--- src/rtl/dcache_dm.sv ---
// Direct-mapped write-back/write-allocate data cache, one word per line; optional hit counter via DCACHE_HITCOUNT_EN.
// Latency: hits complete combinationally in the same cycle; misses take 2 cycles (clean) or 3 (dirty) plus memory wait.
// Backpressure: the datapath holds its request until dhit; memory stalls the FSM for as long as mem_dwait is high.
module dcache_dm #(
   parameter int          SETS        = 16,
   parameter logic [31:0] HITCNT_ADDR = 32'h0000_3100
) (
   input  logic        CLK,
   input  logic        nRST,
   input  logic        dmemREN,
   input  logic        dmemWEN,
   input  logic [31:0] dmemaddr,
   input  logic [31:0] dmemstore,
   input  logic        halt,
   output logic        dhit,
   output logic [31:0] dmemload,
   output logic        flushed,
   output logic        mem_dREN,
   output logic        mem_dWEN,
   output logic [31:0] mem_daddr,
   output logic [31:0] mem_dstore,
   input  logic        mem_dwait,
   input  logic [31:0] mem_dload
);

   localparam int IDX_W = $clog2(SETS);
   localparam int TAG_W = 30 - IDX_W;
   localparam logic [IDX_W-1:0] LAST_IDX = IDX_W'(SETS - 1);

   typedef enum logic [2:0] {
      IDLE,
      WB,
      FETCH,
      FLUSH,
`ifdef DCACHE_HITCOUNT_EN
      CNT,
`endif
      DONE
   } state_t;

   state_t state, next_state;

   logic             valid_q [SETS];
   logic             dirty_q [SETS];
   logic [TAG_W-1:0] tag_q   [SETS];
   logic [31:0]      data_q  [SETS];

   logic [IDX_W-1:0] idx;
   logic [TAG_W-1:0] tag;
   logic [IDX_W-1:0] fidx;
   logic             req;
   logic             hit;
   logic             flush_dirty;
   logic             flush_step;
   logic             unused_addr_lsb;

`ifdef DCACHE_HITCOUNT_EN
   logic [31:0] hit_cnt;
`endif

   assign idx             = dmemaddr[IDX_W+1:2];
   assign tag             = dmemaddr[31:IDX_W+2];
   assign req             = dmemREN | dmemWEN;
   assign hit             = req & valid_q[idx] & (tag_q[idx] == tag);
   assign flush_dirty     = valid_q[fidx] & dirty_q[fidx];
   assign unused_addr_lsb = ^dmemaddr[1:0];

   // State register; reset drops every memory request asynchronously.
   always_ff @(posedge CLK or negedge nRST) begin
      if (!nRST) state <= IDLE;
      else       state <= next_state;
   end

   // Next-state logic and all outputs, decoded from the current state.
   always_comb begin
      next_state = state;
      dhit       = 1'b0;
      dmemload   = '0;
      flushed    = 1'b0;
      mem_dREN   = 1'b0;
      mem_dWEN   = 1'b0;
      mem_daddr  = '0;
      mem_dstore = '0;
      flush_step = 1'b0;
      case (state)
         IDLE: begin
            dhit     = hit;
            dmemload = hit ? data_q[idx] : '0;
            if (req && !hit)
               next_state = (valid_q[idx] && dirty_q[idx]) ? WB : FETCH;
            else if (halt)
               next_state = FLUSH;
         end
         WB: begin
            mem_dWEN   = 1'b1;
            mem_daddr  = {tag_q[idx], idx, 2'b00};
            mem_dstore = data_q[idx];
            if (!mem_dwait) next_state = req ? FETCH : IDLE;
         end
         FETCH: begin
            mem_dREN  = 1'b1;
            mem_daddr = {dmemaddr[31:2], 2'b00};
            if (!mem_dwait) next_state = IDLE;
         end
         FLUSH: begin
            if (flush_dirty) begin
               mem_dWEN   = 1'b1;
               mem_daddr  = {tag_q[fidx], fidx, 2'b00};
               mem_dstore = data_q[fidx];
               flush_step = !mem_dwait;
            end else begin
               flush_step = 1'b1;
            end
            if (flush_step && fidx == LAST_IDX) begin
`ifdef DCACHE_HITCOUNT_EN
               next_state = CNT;
`else
               next_state = DONE;
`endif
            end
         end
`ifdef DCACHE_HITCOUNT_EN
         CNT: begin
            mem_dWEN   = 1'b1;
            mem_daddr  = HITCNT_ADDR;
            mem_dstore = hit_cnt;
            if (!mem_dwait) next_state = DONE;
         end
`endif
         DONE: begin
            flushed = 1'b1;
         end
         default: next_state = IDLE;
      endcase
   end

   // Line arrays: write hits, write-back/flush dirty clears, and fill on fetch completion.
   always_ff @(posedge CLK or negedge nRST) begin
      if (!nRST) begin
         for (int i = 0; i < SETS; i++) begin
            valid_q[i] <= 1'b0;
            dirty_q[i] <= 1'b0;
            tag_q[i]   <= '0;
            data_q[i]  <= '0;
         end
      end else begin
         case (state)
            IDLE: begin
               if (hit && dmemWEN) begin
                  data_q[idx]  <= dmemstore;
                  dirty_q[idx] <= 1'b1;
               end
            end
            WB: begin
               if (!mem_dwait) dirty_q[idx] <= 1'b0;
            end
            FETCH: begin
               if (!mem_dwait) begin
                  valid_q[idx] <= 1'b1;
                  dirty_q[idx] <= 1'b0;
                  tag_q[idx]   <= tag;
                  data_q[idx]  <= mem_dload;
               end
            end
            FLUSH: begin
               if (flush_dirty && !mem_dwait) dirty_q[fidx] <= 1'b0;
            end
            default: ;
         endcase
      end
   end

   // Flush walk pointer, advanced once per line visited.
   always_ff @(posedge CLK or negedge nRST) begin
      if (!nRST)                          fidx <= '0;
      else if (state == FLUSH && flush_step) fidx <= fidx + 1'b1;
   end

`ifdef DCACHE_HITCOUNT_EN
   // Saturating count of completed datapath hits, reported to memory after the flush.
   always_ff @(posedge CLK or negedge nRST) begin
      if (!nRST)                                          hit_cnt <= '0;
      else if (state == IDLE && hit && hit_cnt != 32'hFFFF_FFFF) hit_cnt <= hit_cnt + 32'd1;
   end
`endif

endmodule

--- config.mk ---
export PLATFORM = sky130hd
export DESIGN_NAME = dcache_dm
export DESIGN_NICKNAME = d
export VERILOG_FILES = /design/src/rtl/dcache_dm.sv
export SDC_FILE = /design/constraint.sdc
export NUM_CORES = 2
export LEC_CHECK = 0
export CAP_MARGIN = 20
export CORE_AREA = 2 2 351 353
export DETAILED_ROUTE_END_ITERATION = 8
export DIE_AREA = 0 0 353 355
export PLACE_DENSITY = 0.68
export REMOVE_ABC_BUFFERS = 1
export SYNTH_ARGS = -nofsm -noshare
export SYNTH_HDL_FRONTEND = slang
export SYNTH_SLANG_ARGS = --single-unit
--- constraint.sdc ---
create_clock -name CLK -period 4 [get_ports CLK]
set_input_delay 0.4 -clock CLK [delete_from_list [all_inputs] [get_ports CLK]]
set_output_delay 0.4 -clock CLK [all_outputs]
set_load 0.01 [all_outputs]
After elaboration in Yosys (flattened, before gate mapping)
Index checks and enable logic that the tools add are counted.
- bits in registers: 967
- input port bits: 102
- logic and storage cells: 180
- add/sub/neg operators: 1
- order comparisons: 4
- equal/unequal tests: 13
- muxes and demuxes: 64
- bitwise gates (word level): 14
- reductions and logical operators: 18
- operators with widths (cell ; number):
    $bwmux W512 ; 2
    $mux W512 ; 2
    $pmux W512 S2 ; 1
    $bwmux W416 ; 1
    $mux W32 ; 9
    $bmux W32 S4 ; 2
    $bmux W26 S4 ; 2
    $mux W26 ; 5
    $demux W32 S4 ; 1
    $demux W26 S4 ; 1
    $pmux W32 S3 ; 1
    $pmux W32 S2 ; 1
    $mux W16 ; 3
    $pmux W16 S3 ; 1
    $and A16 B16 Y16 ; 2
    $not A16 Y16 ; 2
    $or A16 B16 Y16 ; 2
    $eq A26 B26 Y1 ; 1
    $mux W1 ; 17
    $bmux W1 S4 ; 4
    $mux W3 ; 5
    $pmux W3 S5 ; 1
    $ne A2 B2 Y1 const B ; 6
    $ge A5 B5 Y1 const B ; 2
    24 further kinds ; 40

Depth between registers and ports, before layout
- depth after elaboration: 10
- depth in mapped cells: 15
- mapped depth without buffers: 9

Least setup slack after synthesis
Ideal clock, no wire load.
- kind: input-to-output
- from: in dmemaddr[2]
- to: out mem_dstore[14]
- data arrival time: 3.476 ns
- required time: 3.600 ns
- setup slack: 0.124 ns
- stages: 11
- buffers on the path: 7
- cell sequence: buf_6 buf_6 buf_4 buf_2 buf_2 buf_1 buf_1 mux4_2 mux4_2 nand2_1 o21ai_0
- word-level cells in the longest chain between the ends: 5
- RTL lines (element ; RTL line ; RTL):
    start, declared ; 12 ; input logic [31:0] dmemaddr,
    $not A4 Y5 (not written as such) ; 97 ; mem_dstore = data_q[idx];
    $bmux W32 S4 ; 97 ;
    $mux W32 (not written as such) (2 in a row) ; 97 ;
    $pmux W32 S2 ; 85 ; case (state)
    end, declared ; 21 ; output logic [31:0] mem_dstore,
Every way passes these cells. The select of a mux whose other input is x is not followed.

Worst setup path after layout
- from: reg tag_q[247] (netlist name)
- to: out dmemload[22]
- word-level cells in the longest chain between the ends: 7
- RTL lines (element ; RTL line ; RTL):
    start, declared ; 45 ; logic [TAG_W-1:0] tag_q [SETS];
    start signal, assigned by index ; 161 ; tag_q[idx] <= tag;
    $bmux W26 S4 ; 64 ; assign hit = req & valid_q[idx] & (tag_q[idx] == tag);
    $mux W26 (not written as such) (2 in a row) ; 64 ;
    $eq A26 B26 Y1 ; 64 ;
    $and A1 B1 Y1 ; 64 ;
    $mux W32 ; 88 ; dmemload = hit ? data_q[idx] : '0;
    $mux W32 ; 85 ;
    end, declared ; 16 ; output logic [31:0] dmemload,
Every way passes these cells. The select of a mux whose other input is x is not followed.

==> results.sh <==
export IMPL_worst_pin_slew_ns=1.13
export IMPL_cp_arrival_ns=3.93
export IMPL_slowest_delay_ns=0.47
export IMPL_synth_common_cells="dfrtp_1, mux2_2, mux4_2"
export IMPL_drv_cap=0
export IMPL_synth_edf_count=0
export IMPL_routed_wirelength_mm=168
export IMPL_yosysTopAreaCell="dfrtp_1"
export IMPL_setup_viol=160
export IMPL_power_density_nw_per_um2=699
export IMPL_dp_hpwl_mm=101
export IMPL_gp_congestion=0.926
export IMPL_dieArea_um2=125000
export IMPL_area_delta_synth_final_pct=18.8
export IMPL_drc=0
export IMPL_cts_clk_slew_worst_paths_ns=0.06
export IMPL_crit_path_top_delay_cell="mux4_2"
export IMPL_start_util=0.448
export IMPL_hp_class="in2async"
export IMPL_timing_critical_path_mode_cell="buf_6"
export IMPL_fmax_mhz=231
export IMPL_viasPerCell=6.29
export IMPL_core_area_um2=121000
export IMPL_hold_viol_final=0
export IMPL_fin_crit_sh=1.08
export IMPL_outcome="complete, but fails checks"
export IMPL_drive_above_1_share=0.497
export IMPL_grt_pass1_wl_mm=251
export IMPL_clock_sinks=967
export IMPL_io_pins=202
export IMPL_fp_dieH_um=355
export IMPL_final_nets=4209
export IMPL_worstPathCellList="mux4_2 -> mux2_4 -> xnor2_2 -> buf_4 -> o21ai_2 -> o31a_1 -> nor4_4 -> and4_4 -> buf_6 -> buf_6 -> buf_6 -> and3_4 -> buf_6"
export IMPL_grt_max_degree=121
export IMPL_cts_buffers=105
export IMPL_yosysMostFrequentCell="dfrtp_1"
export IMPL_slew_headroom=0.246
export IMPL_synth_seq_cells=967
export IMPL_worstSetupPathType="reg2out"
export IMPL_setup_slack_ns=-0.328
export IMPL_synthArstFlopShare=1.00
export IMPL_critical_path_required_ns=3.60
export IMPL_gr_total_overflow=0
export IMPL_crit_path_end_kind="primary output"
export IMPL_crit_path_start_kind="flip-flop"
export IMPL_power_leakage_nw=28.9
export IMPL_failed_checks="setup timing"
export IMPL_grtUsageTotal=0.266
export IMPL_synth_area_um2=54400
export IMPL_crit_fanout=4
export IMPL_dpl_cell_area_um2=59900
export IMPL_final_max_slew_viol_count=0
export IMPL_tns_ns=-17.00
export IMPL_grt_pass1_vias=37708
export IMPL_fp_row_count=128
export IMPL_ys_top_cells_by_area="dfrtp_1, mux4_2, mux2_2, mux2i_1, o21ai_0"
export IMPL_antenna_found_initial=4
export IMPL_netlist_area_leader_share=0.445
export IMPL_synth_ff_type="dfrtp_1"
export IMPL_ant_nets=0
export IMPL_fin_crit_ns=4.33
export IMPL_vias=36567
export IMPL_synth_warnings=0
export IMPL_ys_types=90
export IMPL_rsz0062_at_grt="yes"
export IMPL_h_tree_depth=3
export IMPL_clk_latency_ns=0.72
export IMPL_first_iter_violations=3741
export IMPL_clockBufferDepth=3
export IMPL_cts_root_buf="clkbuf_16"
export IMPL_clock_skew_ns=0.0385
export IMPL_post_drt_wl_per_cell_um=29.0
export IMPL_die_w_um=353
export IMPL_ir_worst_vdd_mv=0.453
export IMPL_synth_cells=3795
export IMPL_syn_area_per_cell_um2=14.3
export IMPL_dr_pass1_iters=6
export IMPL_io_buffers=197
export IMPL_yosysSeqAreaShare=0.445
export IMPL_cts_tree="built"
export IMPL_final_area_um2=64500
==> state kept, by name, indices dropped and copies added (netlist names) <==
| signal | cells |
|---|---|
| data_q | 512 |
| tag_q | 416 |
| dirty_q | 16 |
| valid_q | 16 |
| fidx | 4 |
| state | 3 |
==> stage by stage <==
stage / worst slack, ns / total power, mW / utilization / std cells / hold slack, ns
2_1_floorplan: -8.60 / 27.6 / - / 3413 / 0.104
3_3_place_gp: -0.531 / 33.7 / 0.493 / 5564 / 0.477
3_5_place_dp: -0.549 / 34.3 / 0.493 / 5564 / 0.482
4_1_cts: -0.300 / 45.0 / 0.529 / 5798 / 0.381
5_1_grt: -0.406 / 47.3 / 0.532 / 5810 / 0.417
6_report: -0.328 / 45.1 / 0.532 / 5811 / 0.353
==> layer usage <==
| layer | vias to the layer above | global-route usage | part of all wire |
|---|---|---|---|
| met3 | 311 | 0.0545 | 0.079 |
| met5 | - | 0 | 0.000042 |
| li1 | 15163 | - | - |
| met4 | 2 | 0.0870 | 0.034 |
| met2 | 1554 | 0.429 | 0.48 |
| met1 | 19537 | 0.364 | 0.41 |
==> layout by cell type, fill, tap and decap left out, types with 11 or more instances in the layout <==
cell type / instances
nand2b_1: 17
clkinv_2: 18
buf_12: 80
mux2_2: 855
dlygate4sd2_1: 37
o21ai_1: 12
clkbuf_16: 112
clkbuf_8: 21
mux2i_1: 127
dfrtp_1: 964
mux2_4: 32
mux4_2: 510
a22o_1: 16
clkdlybuf4s50_1: 111
buf_16: 14
a22oi_1: 47
inv_1: 69
nand2_1: 191
o21ai_0: 178
xnor2_1: 11
nor3_1: 16
and3_1: 41
a21oi_1: 20
a31oi_1: 22
buf_4: 263
buf_2: 24
nand3_1: 35
nor2_1: 36
clkbuf_1: 24
buf_6: 20
==> cell families (layout without fill, tap and decap cells) <==
kind of cell / after synthesis / in the layout / synth area share
adders and majority gates: 4 / 4 / 0.000921
buffers and inverters: 458 / 845 / 0.0436
and+or+nand+nor: 418 / 420 / 0.0372
muxes: 1536 / 1536 / 0.425
other: 1 / 3 / 0.0000690
xor gates and xnor gates: 20 / 20 / 0.00336
DFF: 967 / 967 / 0.445
AOI/OAI and AO/OA: 391 / 391 / 0.0451
==> what timing repair did <==
action / CTS / global route
endpoints found under the setup margin: 95 / 199
pin swaps: 13 / 11
setup buffers: 32 / 9
gates cloned: 14 / 8
hold buffers: 1 / 0
resized for setup: 253 / 63
endpoints found under the hold margin: 69 / 0
==> worst max-delay path: cells and delay by family (launching register included) <==
family | cells | cell delay (ns)
AOI/OAI and AO/OA | 2 | 0.42
xor gates and xnor gates | 1 | 0.15
buffers and inverters | 5 | 0.64
DFF | 1 | 0.39
muxes | 2 | 0.77
and+or+nand+nor | 3 | 0.84
==> area by class of cell <==
type | count | area [µm²]
antenna | 1 | 2.50
clock buffer | 150 | 3020
clock inverter | 39 | 478
fill | 10038 | 56800
inverter | 75 | 297
multi-input combinational | 2373 | 28200
sequential | 967 | 24200
tap | 1625 | 2030
timing repair buffer | 581 | 6290
==> path summary, 6_finish.rpt <==
| kind | startpoint | endpoint | slack (ns) | depth (start not counted) |
|---|---|---|---|---|
| setup reg to reg | tag_q[247] | data_q[47] | -0.16 | 16 |
| min in group CLK | valid_q[14] | valid_q[14] | 0.50 | 1 |
| hold / removal | nRST | tag_q[372] | 0.35 | 2 |
| hold reg to reg | valid_q[14] | valid_q[14] | 0.50 | 1 |
| setup / recovery | tag_q[247] | dmemload[22] | -0.33 | 13 |
| max in group asynchronous | nRST | data_q[343] | 2.45 | 3 |
==> power breakdown <==
group	leakage, nW	switching (mW)	internal, mW
Clock	1.71	4.18	5.72
Combinational	14.4	8.11	10.4
Sequential	12.8	3.00	13.7
No activity file was read; power rests on OpenSTA's default activity.
